--- config.mk ---
export PLATFORM = sky130hd
export DESIGN_NAME = lc3_writeback_arbiter_flat
export DESIGN_NICKNAME = d
export VERILOG_FILES = /design/src/rtl/lc3_writeback_arbiter_if.sv /design/src/rtl/lc3_writeback_arbiter.sv /design/src/flat_wrapper.sv
export SDC_FILE = /design/constraint.sdc
export NUM_CORES = 1
export LEC_CHECK = 0
export CORE_ASPECT_RATIO = 2
export CORE_UTILIZATION = 52
export CTS_CLUSTER_SIZE = 24
export DETAILED_ROUTE_END_ITERATION = 10
export PLACE_DENSITY = 0.77
export SYNTH_ARGS = -nofsm -noshare
export SYNTH_HDL_FRONTEND = slang
export SYNTH_SLANG_ARGS = --single-unit
--- constraint.sdc ---
create_clock -name clk -period 2 [get_ports clk]
set_input_delay 0.4 -clock clk [delete_from_list [all_inputs] [get_ports clk]]
set_output_delay 0.4 -clock clk [all_outputs]
set_load 0.03 [all_outputs]
--- src/rtl/lc3_writeback_arbiter_if.sv ---
// Writeback bus between the LC3 pipeline and the writeback arbiter.
// Master drives requests and read indices; slave returns read data, psr and status.
interface lc3_writeback_arbiter_if #(
   parameter int DATA_W = 16,
   parameter int NREG   = 8
);
   localparam int IDX_W = $clog2(NREG);

   logic              enable_writeback;
   logic              ex_valid;
   logic              ex_ready;
   logic [DATA_W-1:0] ex_data;
   logic [IDX_W-1:0]  ex_dr;
   logic              mem_valid;
   logic [DATA_W-1:0] mem_data;
   logic [IDX_W-1:0]  mem_dr;
   logic [IDX_W-1:0]  sr1;
   logic [IDX_W-1:0]  sr2;
   logic [DATA_W-1:0] VSR1;
   logic [DATA_W-1:0] VSR2;
   logic [2:0]        psr;
   logic              wb_busy;

   modport master (
      output enable_writeback, ex_valid, ex_data, ex_dr,
             mem_valid, mem_data, mem_dr, sr1, sr2,
      input  ex_ready, VSR1, VSR2, psr, wb_busy
   );

   modport slave (
      input  enable_writeback, ex_valid, ex_data, ex_dr,
             mem_valid, mem_data, mem_dr, sr1, sr2,
      output ex_ready, VSR1, VSR2, psr, wb_busy
   );
endinterface

--- src/rtl/lc3_writeback_arbiter.sv ---
// LC3 writeback: commits mem > held ex > new ex into the register file, one per cycle.
// Direct commits land on the request edge; colliding ex is held one entry and ex_ready drops.
module lc3_writeback_arbiter #(
   parameter int DATA_W = 16,
   parameter int NREG   = 8
) (
   input  logic                    clk,
   input  logic                    rst,
   lc3_writeback_arbiter_if.slave  wb
);
   localparam int IDX_W = $clog2(NREG);

   typedef enum logic {IDLE = 1'b0, HOLD = 1'b1} state_t;

   state_t            state, state_nxt;
   logic [DATA_W-1:0] regs [NREG];
   logic [DATA_W-1:0] hold_data;
   logic [IDX_W-1:0]  hold_dr;
   logic [2:0]        psr_q;

   logic              ex_acc;
   logic              cap;
   logic              wr_en;
   logic [IDX_W-1:0]  wr_dr;
   logic [DATA_W-1:0] wr_dat;
   logic [2:0]        psr_nxt;

   // ex_ready depends on registered state only
   assign wb.ex_ready = (state == IDLE);
   assign wb.wb_busy  = (state == HOLD);
   assign ex_acc      = wb.ex_valid && (state == IDLE);

   always_comb begin
      state_nxt = state;
      cap       = 1'b0;
      wr_en     = 1'b0;
      wr_dr     = wb.ex_dr;
      wr_dat    = wb.ex_data;
      case (state)
         IDLE: begin
            if (wb.enable_writeback) begin
               if (wb.mem_valid) begin
                  wr_en  = 1'b1;
                  wr_dr  = wb.mem_dr;
                  wr_dat = wb.mem_data;
                  if (ex_acc) begin
                     cap       = 1'b1;
                     state_nxt = HOLD;
                  end
               end else if (ex_acc) begin
                  wr_en = 1'b1;
               end
            end else if (ex_acc) begin
               cap       = 1'b1;
               state_nxt = HOLD;
            end
         end
         HOLD: begin
            if (wb.enable_writeback) begin
               wr_en = 1'b1;
               if (wb.mem_valid) begin
                  wr_dr  = wb.mem_dr;
                  wr_dat = wb.mem_data;
               end else begin
                  wr_dr     = hold_dr;
                  wr_dat    = hold_data;
                  state_nxt = IDLE;
               end
            end
         end
         default: state_nxt = IDLE;
      endcase
   end

   // N/Z/P from the committed word; exactly one bit set
   always_comb begin
      psr_nxt = psr_q;
      if (wr_en) begin
         if (wr_dat[DATA_W-1])  psr_nxt = 3'b100;
         else if (wr_dat == '0) psr_nxt = 3'b010;
         else                   psr_nxt = 3'b001;
      end
   end

   always_ff @(posedge clk or negedge rst) begin
      if (!rst) begin
         state     <= IDLE;
         hold_data <= '0;
         hold_dr   <= '0;
         psr_q     <= 3'b010;
         for (int i = 0; i < NREG; i++) regs[i] <= '0;
      end else begin
         state <= state_nxt;
         psr_q <= psr_nxt;
         if (cap) begin
            hold_data <= wb.ex_data;
            hold_dr   <= wb.ex_dr;
         end
         if (wr_en) regs[wr_dr] <= wr_dat;
      end
   end

   // No bypass: decode stalls on wb_busy instead
   assign wb.VSR1 = regs[wb.sr1];
   assign wb.VSR2 = regs[wb.sr2];
   assign wb.psr  = psr_q;
endmodule

--- src/flat_wrapper.sv ---
// flat-port wrapper written by rule: the top's interface ports become plain ports
module lc3_writeback_arbiter_flat 
#(
   parameter int DATA_W = 16,
   parameter int NREG   = 8
)
  (clk, rst, wb_enable_writeback, wb_ex_valid, wb_ex_data, wb_ex_dr, wb_mem_valid, wb_mem_data, wb_mem_dr, wb_sr1, wb_sr2, wb_ex_ready, wb_VSR1, wb_VSR2, wb_psr, wb_wb_busy);
  lc3_writeback_arbiter_if #(.DATA_W(DATA_W), .NREG(NREG)) wb_i ();
  input  logic clk;
  input  logic rst;
  input wire logic [$bits(wb_i.enable_writeback)-1:0] wb_enable_writeback;
  input wire logic [$bits(wb_i.ex_valid)-1:0] wb_ex_valid;
  input wire logic [$bits(wb_i.ex_data)-1:0] wb_ex_data;
  input wire logic [$bits(wb_i.ex_dr)-1:0] wb_ex_dr;
  input wire logic [$bits(wb_i.mem_valid)-1:0] wb_mem_valid;
  input wire logic [$bits(wb_i.mem_data)-1:0] wb_mem_data;
  input wire logic [$bits(wb_i.mem_dr)-1:0] wb_mem_dr;
  input wire logic [$bits(wb_i.sr1)-1:0] wb_sr1;
  input wire logic [$bits(wb_i.sr2)-1:0] wb_sr2;
  output wire logic [$bits(wb_i.ex_ready)-1:0] wb_ex_ready;
  output wire logic [$bits(wb_i.VSR1)-1:0] wb_VSR1;
  output wire logic [$bits(wb_i.VSR2)-1:0] wb_VSR2;
  output wire logic [$bits(wb_i.psr)-1:0] wb_psr;
  output wire logic [$bits(wb_i.wb_busy)-1:0] wb_wb_busy;
  assign wb_i.enable_writeback = wb_enable_writeback;
  assign wb_i.ex_valid = wb_ex_valid;
  assign wb_i.ex_data = wb_ex_data;
  assign wb_i.ex_dr = wb_ex_dr;
  assign wb_i.mem_valid = wb_mem_valid;
  assign wb_i.mem_data = wb_mem_data;
  assign wb_i.mem_dr = wb_mem_dr;
  assign wb_i.sr1 = wb_sr1;
  assign wb_i.sr2 = wb_sr2;
  assign wb_ex_ready = wb_i.ex_ready;
  assign wb_VSR1 = wb_i.VSR1;
  assign wb_VSR2 = wb_i.VSR2;
  assign wb_psr = wb_i.psr;
  assign wb_wb_busy = wb_i.wb_busy;
  lc3_writeback_arbiter #(.DATA_W(DATA_W), .NREG(NREG)) u_core (.clk(clk), .rst(rst), .wb(wb_i));
endmodule
# Word-level counts from Yosys, hierarchy flattened
# Index checks and enable logic that the tools add are counted.
# totals
register_bits,151
word_cells,55
# classes
magnitude_cmp,4
muxes,32
n_bitwise,4
reduce_logical,3
# ops
operator,n
16-bit two-way mux,9
128-bit bitwise mux,1
16-bit binary-select mux with 3-bit select,2
16-bit demux with 3-bit select,1
16-bit one-hot mux with 2 select lines,1
16-bit logical NOT,1
3-bit two-way mux,5
4-bit greater-or-equal comparator (second input constant),3
3-bit inverter with 4-bit output,3
1-bit two-way mux,9
3-bit one-hot mux with 2 select lines,1
4-bit by 1-bit less-than comparator with 1-bit output (second input constant),1
1-bit one-hot mux with 2 select lines,2
1-bit logical AND,2
2-bit two-way mux,1
1-bit inverter,1

# Logic depth before layout (Yosys ltp)
# Gate-level depths: netlist (run 1).
# depth
word_depth,9
mapped_depth,8

# Worst setup path after synthesis (run 1)
# Ideal clock, no wire load.
# synth_path
kind,register -> register
start,register u_core.state (netlist: u_core.wb.wb_busy)
end,register u_core.regs[101] in the netlist's numbering
setup_ns,0.125
arrival_ns,2.088
slack_ns,-0.213
path_stages_with_launch,7
path_buffers,2
period_less_slack_ns,2.213
path_cell_list,dfrtp_1 o31ai_1 nand3b_1 or3_1 buf_6 buf_12 mux2_4
# synth_between
elab_chain_len,8
# synth_lines
element,line,source
from (decl),lc3_writeback_arbiter.sv:15,"state_t state, state_nxt;"
from (signal assigned),lc3_writeback_arbiter.sv:93,state <= state_nxt;
1-bit inverter,"lc3_writeback_arbiter.sv:31, lc3_writeback_arbiter.sv:39",
3-bit one-hot mux with 2 select lines,lc3_writeback_arbiter.sv:39,case (state)
3-bit inverter with 4-bit output (implied by the code),lc3_writeback_arbiter.sv:99,if (wr_en) regs[wr_dr] <= wr_dat;
4-bit greater-or-equal comparator (implied by the code) or 4-bit by 1-bit less-than comparator with 1-bit output (tied branches),lc3_writeback_arbiter.sv:99,
1-bit logical AND (implied by the code),lc3_writeback_arbiter.sv:99,
16-bit two-way mux (implied by the code),lc3_writeback_arbiter.sv:99,
16-bit demux with 3-bit select,lc3_writeback_arbiter.sv:99,
128-bit bitwise mux,lc3_writeback_arbiter.sv:99,
"to (signal, indexed assignment)",lc3_writeback_arbiter.sv:99,
to (decl),lc3_writeback_arbiter.sv:16,logic [DATA_W-1:0] regs [NREG];
# Parallel ways exist; a longest one is shown, timed or not.
# A chain may end at the register's enable or synchronous reset.

# Final worst setup path (run 1)
# layout_path
start,register u_core.regs[27] in the netlist's numbering
end,output port wb_VSR1[11]
# layout_between
elab_chain_len,3
# layout_lines
element,line,source
16-bit binary-select mux with 3-bit select,lc3_writeback_arbiter.sv:104,assign wb.VSR1 = regs[wb.sr1];
16-bit two-way mux (implied by the code) (2 in a row),lc3_writeback_arbiter.sv:104,
to (decl),flat_wrapper.sv:21,output wire logic [$bits(wb_i.VSR1)-1:0] wb_VSR1;
# Every way passes these cells. The select of a mux whose other input is x is not followed.

==> out/results.ini, run 1 <==
[clock_network]
clockRootBuffer=clkbuf_16
htree_levels=4
tritoncts.num_buffers=17
cts_max_path_buffers=2
tritoncts_num_sinks=151
cts_tree=yes
cts.reportedPaths.clkPinSlew_ns=0.07
clk-insertion-delay-late_ns=0.43

[synthesis]
postSynthRegisterBits=151
yosysTopAreaCellShare_pct=45.8
synth_area_leader_cell=dfrtp_1
postSynthAreaPerCell_um2=16.3
synthesis.instances=503
synth_top_cells_by_count=mux2_2, dfrtp_1, mux4_2
synthesis.nets=552
postSynth.topFlopCell=dfrtp_1
synth.yosys.seq_area_share_pct=46.1
async_flop_share_pct=100
synthMostInstantiatedCell=mux2_2
post_synth_num_cell_types=35
synth.area.top_cells=dfrtp_1, mux2_2, mux4_2
synth-edff-count=0
synthesis.yosys.warnings=0
synth.cell_area_um2=8200

[drt]
detailroute.via_count=6053
postRouteWirelength_um=26000
vias_per_cell=6.65
drcViolationCount=0
ant_nets=0
detail_route.iter0.violations=349
route.detailed.wl_per_inst_um=28.6
dr.pass1.iters=5

[layout]
area_growth_syn_to_layout_pct=43.0
layout-drive-gt1-share_pct=67.7
antenna_cells=0
num-nets-final=748

[setup_path]
setup.worst_path.start_class=flop
worstReg2RegStart=u_core.wb.wb_busy
critPathKind=flop to primary output
crit_arrival_ns=1.82
setup.worst_path.start=u_core.regs[27]
endpoint_kind=primary output
worst_ep_required_time_ns=1.60
cp_max_fo=3

[floorplanning]
die_w_um=90.8
start_util_pct=53.3
i_o_pin_count=86
fp.dieH_um=180
design.core.area_um2=15400
die_area_um2=16300
number_of_core_rows=64

[power_and_ir_drop]
power.switching_fraction_pct=33.0
power.density_cell_area_nw_per_um2=1260
part_of_the_power_in_registers_pct=36.6
total_leakage_power_uw=0.00516
vdd_ir_drop_max_mv=0.719
internal_power_uw=9870
report.power.total_uw=14700
power.share.combinational_pct=42.6
total_switching_power_uw=4850
clockPowerShare_pct=20.8

[flow_run]
timing.max_cap.violations=0

[global_route]
grt-ovfl-total=0
grt_pass1_vias=6381
grt_antenna_before_repair=0
grt_start_max_net_pins=51
first_pass_grt_wire_length_um=37500
grt_util_all_layers_pct=31.0

[timing]
min_period_over_period_pct=111
hold_viol_final=0
max_freq_mhz=451
clock_skew_ns=0.0104
min_period_ns=2.22
setup_viol=148
setup_repair_after_global_routing_missed_its_margin=yes
slew_headroom_pct=67.4
tightest_slew_ns=0.489
hold_ws_ns=0.489
layout_setup_ws_ns=-0.218
report.final.slew_viol_count=0

[placement]
post-dp-hpwl_um=15300
number_of_port_buffers=85
place_congestion=0.796

[outcome]
status=complete, but fails checks
violated_checks=setup timing

[hold_path]
timing.hold.worst.class=input port to asynchronous set/reset pin

## power by group through the flow
stage | Sequential, uW | Clock, uW | Combinational, uW
3_5_place_dp | 5200 | 0 | 5120
3_3_place_gp | 5030 | 0 | 4930
4_1_cts | 5180 | 3060 | 5860
2_1_floorplan | 4860 | 0 | 3690
6_report | 5390 | 3060 | 6270
5_1_grt | 5460 | 3200 | 6520
## worst max-delay path, stage by stage (launching register included)
cell	delay, ns
dfrtp_1	0.44
mux4_2	0.53
mux2_4	0.28
buf_6	0.14
## kinds of logic (layout without fill, tap and decap cells)
group / after synthesis / count (layout) / synth area share [%]
compound gates: 30 / 30 / 3.56
flops: 151 / 151 / 46.1
simple gates: 39 / 39 / 4.21
mux: 244 / 244 / 43.2
buf+inv: 39 / 248 / 2.88
## worst paths after layout
| kind | to | slack (ns) | depth (start not counted) |
|---|---|---|---|
| worst max-delay path | wb_VSR1[11] | -0.22 | 3 |
| worst min-delay path | u_core.regs[93] | 0.49 | 2 |
| worst max register to register | u_core.regs[74] | -0.17 | 9 |
| worst min register to register | u_core.hold_data[15] | 0.50 | 1 |
| max in group asynchronous | u_core.wb.wb_busy | 0.77 | 3 |
| min in group clk | u_core.hold_data[15] | 0.50 | 1 |
## sequential cells by signal, indices dropped and copies added, names as in the netlist
name               count
u_core.wb.psr          3
u_core.hold_dr         3
u_core.hold_data      16
u_core.regs          128
u_core.wb.wb_busy      1
## metal layers
metal  vias to the layer above  GRT usage [%]  share of wire [%]
met3                       109           5.16                4.5
li1                       2412              -                  -
met4                         0           18.5                5.6
met5                         -              0                  0
met2                       312           55.5                 56
met1                      3220           33.9                 34
## stage by stage
stage,instance area (um^2),setup TNS [ns],worst slack (ns),instances,util [%]
after floorplan,8370,-5.37,-0.123,503,-
after global placement,9970,-93.34,-0.725,836,64.9
after detailed placement,9970,-99.65,-0.749,836,64.9
after CTS,11400,-7.70,-0.204,894,74.4
after global routing,11700,-19.47,-0.227,910,76.2
final,11700,-12.60,-0.218,910,76.2
## what timing repair did
item | CTS | global route
endpoints found under the hold margin | 45 | 0
gates cloned | 6 | 3
hold buffers | 1 | 0
pin swaps | 9 | 8
endpoints found under the setup margin | 166 | 162
setup buffers | 19 | 17
gates resized for setup | 234 | 39
## layout make-up
type / count / area (um^2)
fill: 890 / 3660
tap: 198 / 248
sequential: 151 / 3780
clock inverter: 14 / 114
multi-input combinational: 313 / 4770
clock buffer: 18 / 439
timing repair buffer: 215 / 2370
inverter: 1 / 3.75
## placed cells by master (no fill, tap or decap), types with 6 or more instances in the layout
cell type / instances
buf_12: 17
buf_4: 76
buf_6: 56
buf_8: 7
clkbuf_16: 20
clkdlybuf4s50_1: 43
dfrtp_1: 149
inv_6: 6
mux2_2: 58
mux2_4: 122
mux4_2: 64
o221a_2: 11
or4bb_1: 16
(Power assumes the default switching activity.)
==> run 2: changes to the inputs <==
--- a/config.mk
+++ b/config.mk
@@ -5,6 +5,7 @@
 export SDC_FILE = /design/constraint.sdc
 export NUM_CORES = 1
 export LEC_CHECK = 0
+export ABC_CLOCK_PERIOD_IN_PS = 2000
 export CORE_ASPECT_RATIO = 2
 export CORE_UTILIZATION = 52
 export CTS_CLUSTER_SIZE = 24
==> constraint.sdc (replaced) <==
create_clock -name clk -period 2 [get_ports clk]
set_input_delay 0.2 -clock clk [delete_from_list [all_inputs] [get_ports clk]]
set_output_delay 0.2 -clock clk [all_outputs]
set_load 0.03 [all_outputs]
==> run 2 against run 1 <==
Net effect: the flow still finishes with violations (setup timing); core utilization fell by 3.0 points; cell area fell by 4.0%; sequential power fell by 1%; maximum frequency rose by 6.2%; critical path type is now flop to flop.
==> out/results.ini, run 2 (synthesized netlist as in run 1, its figures left out) <==
[global_route]
grt_pass1_vias=6406
grt_antenna_before_repair=0
grt_util_all_layers_pct=30.7
grt-ovfl-total=0
first_pass_grt_wire_length_um=37000
grt_start_max_net_pins=56

[layout]
registers_with_the_most_flip_flops=u_core.regs: 128 flops, u_core.hold_data: 16 flops
layout-drive-gt1-share_pct=66.7
largest_register=u_core.regs
layout.cells.most_common_list=dfrtp_1, mux2_2, buf_4, mux2_4, mux4_2
largest_register_ffs=128
num-nets-final=728
layout_commonest_cell=dfrtp_1
area_growth_syn_to_layout_pct=37.3
fin_cells=889
antenna_cells=0
fillers=952

[drt]
highest-signal-layer=met4
detail_route.iter0.violations=436
route.detailed.wl_per_inst_um=28.3
met3WireLength_um=1010
dr.pass1.iters=6
met2WireLength_um=14000
vias_per_cell=6.59
postRouteWirelength_um=25100
wirelength_met1_um=8450
ant_nets=0
detailroute.via_count=5857
drcViolationCount=0

[setup_path]
worstReg2RegStart=u_core.wb.wb_busy
critPathKind=flop to flop
regToRegSetupSlack_ns=-0.09
crit_path_end=u_core.regs[5]
setup.worst_path.start=u_core.wb.wb_busy
worst_ep_required_time_ns=2.31
crit_arrival_ns=2.40
setup.worst_path.start_class=flop
endpoint_kind=flop
timing.rr.end=u_core.regs[5]
rr_worst_depth=8
cp_max_fo=16

[placement]
number_of_port_buffers=85
post-dp-hpwl_um=15000
place_inst=817
detailedPlace.worstSlack_ns=-0.581
place_congestion=0.829

[floorplanning]
die_w_um=90.8
number_of_core_rows=64
fp.dieH_um=180
design.core.area_um2=15400
start_util_pct=53.3
i_o_pin_count=86
die_area_um2=16300

[timing]
hold_ws_ns=0.295
min_period_ns=2.09
slew_headroom_pct=63.2
tightest_slew_ns=0.553
min_period_over_period_pct=104
layout_setup_ws_ns=-0.0874
max_freq_mhz=479
finalSetupTns_ns=-5.42
clock_skew_ns=0.00891
report.final.slew_viol_count=0
setup_repair_after_global_routing_missed_its_margin=yes
hold_viol_final=0
setup_viol=123

[clock_network]
tritoncts_num_sinks=151
clk-insertion-delay-late_ns=0.43
clockRootBuffer=clkbuf_16
htree_levels=4
cts.reportedPaths.clkPinSlew_ns=0.07
cts_tree=yes
cts_max_path_buffers=2
tritoncts.num_buffers=17

[outcome]
status=complete, but fails checks
violated_checks=setup timing

[power_and_ir_drop]
power.density_cell_area_nw_per_um2=1260
vdd_ir_drop_max_mv=0.814
total_leakage_power_uw=0.00480

[hold_path]
timing.hold.worst.class=input port to asynchronous set/reset pin

[flow_run]
timing.max_cap.violations=0

[run 2: changes by cell type in the layout (fill, tap and decap cells not counted), sizes merged, moves of 2 or more]
cell and change:
buf -23, inv -5, bufinv +4, dlygate4sd2 -3, dlymetal6s2s +3, clkdlybuf4s50 +2
clkinvlp +2
[run 2: report_power, final]
group          total, uW  internal [uW]  leakage (uW)  switching (uW)
Combinational       5470           3300       0.00272            2160
Clock               3440           2090      0.000297            1340
Sequential          5310           4270       0.00178            1040
[run 2: area by class of cell]
type	instances	area (um^2)	area share (%)
clock inverters	14	203	1.80
clock buffers	17	425	3.78
multi-input cells	314	4580	40.7
inverters	1	3.75	0.0334
repair buffers	194	2010	17.9
flip-flops and latches	151	3780	33.6
well taps	198	248	2.20
[run 2: per-layer routing]
layer,track usage [%],up-vias
met5,0,-
met4,22.0,0
met3,5.08,109
met2,53.4,254
met1,33.2,3119
li1,-,2375
[run 2: repair_timing]
| action | 4_1_cts | 5_1_grt |
|---|---|---|
| endpoints found under the hold margin | 51 | 0 |
| pin swaps | 6 | 21 |
| endpoints found under the setup margin | 134 | 149 |
| hold buffers | 1 | 0 |
| buffers inserted | 18 | 17 |
| gates cloned | 3 | 5 |
| gates resized for setup | 113 | 65 |
[run 2: critical path, stage by stage, from the launching register on]
cell and delay, ns:
dfrtp_2 0.44, buf_4 0.15, o21ai_4 0.19, buf_4 0.15
a22oi_2 0.07, buf_4 0.18, nor3_2 0.20, buf_12 0.23
mux2_2 0.36
[run 2: how the worst min path moves through the flow]
stage | startpoint | to | slack, ns
2_1_floorplan | rst | u_core.hold_data[0] | -0.1
3_3_place_gp | rst | u_core.hold_data[15] | 0.19
3_5_place_dp | rst | u_core.hold_data[3] | 0.19
4_1_cts | rst | u_core.hold_data[3] | 0.32
5_1_grt | rst | u_core.hold_dr[0] | 0.35
6_report | rst | u_core.hold_data[3] | 0.29
[run 2: per-stage QoR]
stage / power, uW / util, % / area [um^2]
2_1_floorplan: 8340 / - / 8220
3_3_place_gp: 9680 / 63.6 / 9780
3_5_place_dp: 10000 / 63.6 / 9780
4_1_cts: 13700 / 70.5 / 10800
5_1_grt: 14700 / 73.2 / 11300
6_report: 14200 / 73.2 / 11300
